<file path="src/rtl/mem_wb_stage.sv">
// MEM stage with MEM/WB pipeline register for the ARM-subset pipeline.
// Synchronous-read data memory; the write-back triplet feeds the ID register file.
module mem_wb_stage #(
  parameter int unsigned DEPTH     = 64,
  parameter int unsigned BASE_ADDR = 1024
) (
  input  logic        clk,
  input  logic        rst,
  input  logic        freeze,
  input  logic        wb_en_in,
  input  logic        mem_read_in,
  input  logic        mem_write_in,
  input  logic [31:0] alu_result,
  input  logic [31:0] val_rm_in,
  input  logic [3:0]  dest_in,
  output logic        wb_en_mem,
  output logic [3:0]  dest_mem,
  output logic        write_back,
  output logic [3:0]  dest_wb,
  output logic [31:0] result_wb,
  output logic        addr_err
);

  localparam int unsigned AW = (DEPTH > 1) ? $clog2(DEPTH) : 1;
  localparam logic [32:0] LO = 33'(BASE_ADDR);
  localparam logic [32:0] HI = 33'(BASE_ADDR) + 33'(4 * DEPTH);

  logic [31:0]   mem [DEPTH];

  logic          wb_q,   wb_d;
  logic          rd_q,   rd_d;
  logic [31:0]   alu_q,  alu_d;
  logic [3:0]    dest_q, dest_d;
  logic [31:0]   mem_q,  mem_d;
  logic          err_q,  err_d;

  logic [32:0]   addr_x;
  logic [31:0]   offset;
  logic [AW-1:0] idx;
  logic          in_range;
  logic          do_store;
  logic          unused_ok;

  assign wb_en_mem = wb_en_in;
  assign dest_mem  = dest_in;

  // 33-bit compare so the upper bound cannot wrap at the top of the space
  assign addr_x   = {1'b0, alu_result};
  assign in_range = (addr_x >= LO) && (addr_x < HI);
  assign offset   = alu_result - 32'(BASE_ADDR);
  assign idx      = offset[AW+1:2];
  assign do_store = mem_write_in & ~freeze & in_range;

  assign unused_ok = ^{offset[31:AW+2], offset[1:0]};

  always_comb begin
    wb_d   = wb_en_in;
    rd_d   = mem_read_in & ~mem_write_in;
    alu_d  = alu_result;
    dest_d = dest_in;
    mem_d  = in_range ? mem[idx] : 32'h0;
    err_d  = err_q;
    if ((mem_read_in | mem_write_in) & ~in_range)
      err_d = 1'b1;
  end

  // array is not reset; a store while rst is low is dropped
  always_ff @(posedge clk) begin
    if (rst && do_store)
      mem[idx] <= val_rm_in;
  end

  always_ff @(posedge clk or negedge rst) begin
    if (!rst) begin
      wb_q   <= 1'b0;
      rd_q   <= 1'b0;
      alu_q  <= 32'h0;
      dest_q <= 4'h0;
      mem_q  <= 32'h0;
      err_q  <= 1'b0;
    end else if (!freeze) begin
      wb_q   <= wb_d;
      rd_q   <= rd_d;
      alu_q  <= alu_d;
      dest_q <= dest_d;
      mem_q  <= mem_d;
      err_q  <= err_d;
    end
  end

  assign write_back = wb_q;
  assign dest_wb    = dest_q;
  assign result_wb  = rd_q ? mem_q : alu_q;
  assign addr_err   = err_q;

endmodule

</file>
<file path="config.mk">
export PLATFORM = sky130hd
export DESIGN_NAME = mem_wb_stage
export DESIGN_NICKNAME = d
export VERILOG_FILES = /design/src/rtl/mem_wb_stage.sv
export SDC_FILE = /design/constraint.sdc
export NUM_CORES = 2
export LEC_CHECK = 0
export ABC_CLOCK_PERIOD_IN_PS = 4300
export BUFFER_PORTS_ARGS = -buffer_cell sky130_fd_sc_hd__buf_2
export CORE_UTILIZATION = 50
export DETAILED_ROUTE_END_ITERATION = 7
export PLACE_DENSITY = 0.74
export SLEW_MARGIN = 20
export SYNTH_ARGS = -nofsm -noshare
export SYNTH_HDL_FRONTEND = slang
export SYNTH_SLANG_ARGS = --single-unit
</file>
<file path="constraint.sdc">
create_clock -name clk -period 4.3 [get_ports clk]
set_input_delay 0.645 -clock clk [delete_from_list [all_inputs] [get_ports clk]]
set_output_delay 0.645 -clock clk [all_outputs]
set_load 0.02 [all_outputs]
</file>
Word-level counts from Yosys, hierarchy flattened
Memory sizes are Yosys's and may differ from the RTL's.
Cells that the tools add are included.
Storage, ports and cells
  flip-flop bits (word level): 71
  memory bits (writable): 2048
  bits of input ports: 74
  output and inout port bits: 43
  word-level logic and storage cells: 25
  memories kept: 1
Operators by class
  add/sub/neg operators: 1
  $lt $le $gt $ge: 2
  multiplexer cells: 4
  bitwise gates (word level): 8
  reductions and logical operators: 3
Memories
  mem: words 64, width 32, rd ports 1, clocked after Yosys merged registers in 0, write ports 1, line 28  | logic [31:0] mem [DEPTH];
Operator list (count)
  $mux W32: 2
  $ge A32 B11 Y1 const B: 1
  $lt A32 B11 Y1 const B: 1
  $sub A8 B1 Y8 const B: 1
  $and A1 B1 Y1: 4
  $not A1 Y1: 3
  $logic_and A1 B1 Y1: 2
  $mux W1: 2
  $reduce_and A2 Y1: 1
  $or A1 B1 Y1: 1

Depth between registers and ports, before layout
  depth in word-level cells: 6
  gate-level depth with buffers: 11
  mapped depth without buffers: 6

Worst setup path before layout
OpenSTA, ideal clock, no wires.
  path type: input-to-reg
  start point: input alu_result[19]
  end point: memory mem[33][0], enable pin
  setup time: 0.501 ns
  arrival time: 4.941 ns
  data required time: 3.799 ns
  slack: -1.142 ns
  stages on the path: 6
  buffers on the path: 2
  cell sequence: nor4_1 > nand4_1 > or3_1 > buf_2 > clkbuf_1 > nor4_1
Between the ends
  longest elaborated chain between the ends: 6
  elaborated cells on any way between the ends: 7
  those cells by class: order compare (2); mux (2); bitwise (1); reduce/logical (2)
Ends and longest elaborated chain
  from (decl): line 13  | input logic [31:0] alu_result,
  $ge A32 B11 Y1 / $lt A32 B11 Y1 (equally long branches): line 49  | assign in_range = (addr_x >= LO) && (addr_x < HI);
  $logic_and A1 B1 Y1 (*): line 49
  $and A1 B1 Y1 (*): line 52  | assign do_store = mem_write_in & ~freeze & in_range;
  $logic_and A1 B1 Y1 (*): line 69  | if (rst && do_store)
  $mux W1 (*): line 69
  $mux W1 (implied by the code) (*): line 70  | mem[idx] <= val_rm_in;
  to (decl): line 28
Mark *: on every way between the ends. The rest lies on a longest branch, timed or not.

Worst setup path in the final report
  start point: input rst
  end point: memory mem[56][10], enable pin
Between the ends
  longest elaborated chain between the ends: 3
Ends and longest elaborated chain
  from (decl): line 8  | input logic rst,
  $logic_and A1 B1 Y1: line 69
  $mux W1: line 69
  $mux W1 (implied by the code): line 70
No other way between the ends.

==> results.md <==
- The run finished with clean final reports.
- The tree is rooted in a sky130_fd_sc_hd__clkbuf_16.
- The register area is 63300 µm².
- Of the post-synthesis cell area, the dominant cell type holds 0.751.
- Setup repair after global routing left no endpoint under its margin.
- In this run the vertical extent of the chip is 407 µm.
- The synthesized net count is 4403.
- The worst path needs 3250 ps of the cycle, external delays included.
- The synthesized area is 81900 µm².
- For this run, the register share of the synthesized area comes to 0.772.
- Of the available clock period, the critical path in the final layout requires 0.757.
- The total power is 41.6 mW.
- STA classifies the critical path startpoint as an input port.
- Among all flip-flop cells after synthesis, the most frequent one is sky130_fd_sc_hd__edfxtp_1.
- The total overflow reported by the global router is 0.
- The die covers 165000 µm².
- The maximum number of pins on one net before global-route repair is 65.
- The power per cell area is 447 nW/µm².
- The first-pass iteration count of the detailed router is 7.
- The standard cell core area is 163000 µm².
- The largest total area in the synthesized netlist belongs to sky130_fd_sc_hd__edfxtp_1.
- The later pin in the worst-skew pair is clocked with a latency of 860 ps.
- The count of final hold-check violations came to 0.
- In the final routed layout, each cell accounts on average for 35.8 µm.
- The H-tree depth is 4.
- The kind of end point of the critical path is a register.
- In this run the worst path has a maximum fanout of 21.
- The worst IR drop on VDD is 0.000463 V.
- The iteration-0 DRC count of the detailed router is 8338.
- Data on the critical path arrives at its endpoint at 3750 ps.
- The number of I/O port buffers is 116.
- The number of vias per cell after detailed routing is 6.86.
- Hold timing on the final database bottoms out at a slack of 35.8 ps.
- The analysis attributes to cell leakage a power of 29.8 nW.
- TritonCTS built the clock tree.
- The final setup skew is 40.8 ps.
- The layout has 11700 filler cells.
- The net count of the finished layout is 4734.
- The register clock-pin slew on the reported worst setup and hold paths is 60 ps.
- For the pin with the worst max-slew slack, the measured transition is 1210 ps.
- The count of flip-flops with a built-in enable after synthesis is 2048.
- The first global-routing pass estimated 349 mm of wire.
- In this run, distinct cell masters in the synthesized netlist total 80.
- The number of slew-limit violations in the final report was 0.
- Derived from the worst setup path, the maximum achievable clock frequency is 0.307 GHz.
- The final routed wirelength across all metal layers is 251 mm.
- The half-perimeter wire length after detailed placement is 158 mm.
- The number of clock buffers added by TritonCTS is 195.
- The clock tree buffer depth is 3.
- The overall track demand over capacity in global routing is 0.303.
- The number of top-level pins is 117.
- The class of the worst hold path is in -> reg.
- In the final layout, the share of cells above drive strength 1 is 0.246.
- Summing all multi-input logic gate instances after layout gives 17200 µm².
- The detail route stage leaves a number of antenna-violating nets equal to 0.
- The die boundary width is 407 µm.
- The max-cap violation count is 0.
- The total number of placement rows is 148.
- For this block, the via count after detailed routing is 48000.
- For this run, the share of the core covered by cells in the final layout is 0.573.
- The async set-reset flop share out of synthesis is 0.0335.
- Setup violations remaining at the end of the flow were counted as 0.
- The via count of the first global-routing pass came to 46000.
- In this run the mean area of a mapped cell was 18.9 µm².
- The synthesized netlist cell count is 4329.
- The worst endpoint required time is 4800 ps.
- Clock tree synthesis found a total of 2119 sinks.
- The congestion estimate from routability-driven global placement came to 0.978.
- Yosys printed 0 warnings.
- By area the synthesized netlist is led by sky130_fd_sc_hd__edfxtp_1 (75%), sky130_fd_sc_hd__mux4_2 (4.6%), sky130_fd_sc_hd__mux2_2 (3.0%).
- The synthesized design contains 2119 register bits.
- The initial standard-cell utilization of the core is 0.503.
- The classification of the worst setup path is in -> reg.
- The number of antenna violations at the first check in global routing is 17.
- The signed area change from the synthesized netlist to the final layout is 13.7%.
- The remaining design rule violation count is 0.
- In this run the tightest slew margin relative to its limit is 0.195.
stage by stage:
step	area [µm²]	setup slack, ps	instances	setup TNS (ps)
2_1_floorplan	81900	-1140	4329	-218970
3_3_place_gp	87300	463	6637	0
6_report	93200	1050	7000	0
5_1_grt	93200	1080	6998	0
3_5_place_dp	87300	463	6637	0
4_1_cts	93200	1120	6997	0
cell families after synthesis:
group / count (synthesis) / synth area share
flops: 2119 / 0.772
compound gates: 901 / 0.0789
mux: 569 / 0.101
simple gates: 420 / 0.0231
buf+inv: 320 / 0.0243
critical path: stages:
cell and delay [ps]:
sky130_fd_sc_hd__dlygate4sd3_1 530, sky130_fd_sc_hd__buf_4 440, sky130_fd_sc_hd__nand2_1 640, sky130_fd_sc_hd__or4_4 900, sky130_fd_sc_hd__nor2_4 170, sky130_fd_sc_hd__buf_4 350
path summary, 6_finish.rpt:
path | slack, ps | from | depth (start not counted) | end
min in group asynchronous | 330 | rst | 2 | mem_q[27]
max in group asynchronous | 2650 | rst | 3 | alu_q[21]
hold reg to reg | 490 | alu_q[2] | 2 | alu_q[2]
setup / recovery | 1050 | rst | 6 | mem[56][10]
hold / removal | 40 | alu_result[0] | 2 | alu_q[0]
setup reg to reg | 1960 | mem[34][12] | 7 | mem_q[12]
area by class of cell:
cell class              count  area share
diodes                      3   0.0000806
clock buffers             276      0.0575
clock inverters            83     0.00604
inverters                   9    0.000456
multi-input cells        1890       0.185
flip-flops and latches   2119       0.679
well taps                2175      0.0292
repair buffers            445      0.0429
cell usage after synthesis (17+ instances only):
cell / instances
sky130_fd_sc_hd__mux2_2: 215
sky130_fd_sc_hd__clkbuf_1: 76
sky130_fd_sc_hd__nor4_1: 19
sky130_fd_sc_hd__dfrtp_1: 71
sky130_fd_sc_hd__edfxtp_1: 2048
sky130_fd_sc_hd__o221ai_1: 146
sky130_fd_sc_hd__a21oi_1: 97
sky130_fd_sc_hd__a22oi_1: 32
sky130_fd_sc_hd__nand2_1: 137
sky130_fd_sc_hd__o22a_1: 34
sky130_fd_sc_hd__mux2i_1: 171
sky130_fd_sc_hd__mux4_2: 168
sky130_fd_sc_hd__buf_2: 103
sky130_fd_sc_hd__a211oi_1: 31
sky130_fd_sc_hd__buf_6: 42
sky130_fd_sc_hd__o22ai_1: 252
sky130_fd_sc_hd__nor2_1: 153
sky130_fd_sc_hd__a32o_1: 17
sky130_fd_sc_hd__buf_4: 62
sky130_fd_sc_hd__o21ai_0: 111
sky130_fd_sc_hd__a221oi_1: 25
sky130_fd_sc_hd__a2bb2oi_1: 24
sky130_fd_sc_hd__nor3_1: 36
sky130_fd_sc_hd__buf_1: 20
power by group:
part	leakage [nW]	total (mW)	switching, mW	internal, mW
combinational	7.62	2.56	1.81	0.749
sequential	19.3	22.7	0.0345	22.7
clock	2.89	16.4	7.46	8.92
sequential cells by signal, indices dropped and copies added, names as in the netlist:
register / count
addr_err: 1
alu_q: 32
dest_wb: 4
mem: 2048
mem_q: 32
rd_q: 1
write_back: 1
layout by cell type (no fill, tap or decap), types with 108 or more instances in the layout:
| cell | count |
|---|---|
| sky130_fd_sc_hd__mux2i_1 | 171 |
| sky130_fd_sc_hd__edfxtp_1 | 2048 |
| sky130_fd_sc_hd__buf_4 | 261 |
| sky130_fd_sc_hd__mux2_2 | 215 |
| sky130_fd_sc_hd__buf_2 | 108 |
| sky130_fd_sc_hd__o21ai_0 | 111 |
| sky130_fd_sc_hd__clkbuf_16 | 199 |
| sky130_fd_sc_hd__o22ai_1 | 252 |
| sky130_fd_sc_hd__o221ai_1 | 146 |
| sky130_fd_sc_hd__mux4_2 | 168 |
| sky130_fd_sc_hd__nand2_1 | 135 |
layer usage:
metal / up-vias / global-route usage / part of all wire
li1: 18700 / - / -
met1: 24000 / 0.404 / 0.34
met2: 4441 / 0.439 / 0.43
met3: 836 / 0.122 / 0.17
met4: 16 / 0.132 / 0.053
met5: - / 0.00684 / 0.0010
timing repair:
| item | CTS | global route |
|---|---|---|
| hold buffers | 1 | 0 |
| hold endpoints to repair | 19 | 0 |
| setup buffers | 0 | 0 |
| gates resized for setup | 0 | 0 |
Note: power is estimated with default switching activity, not from simulation.
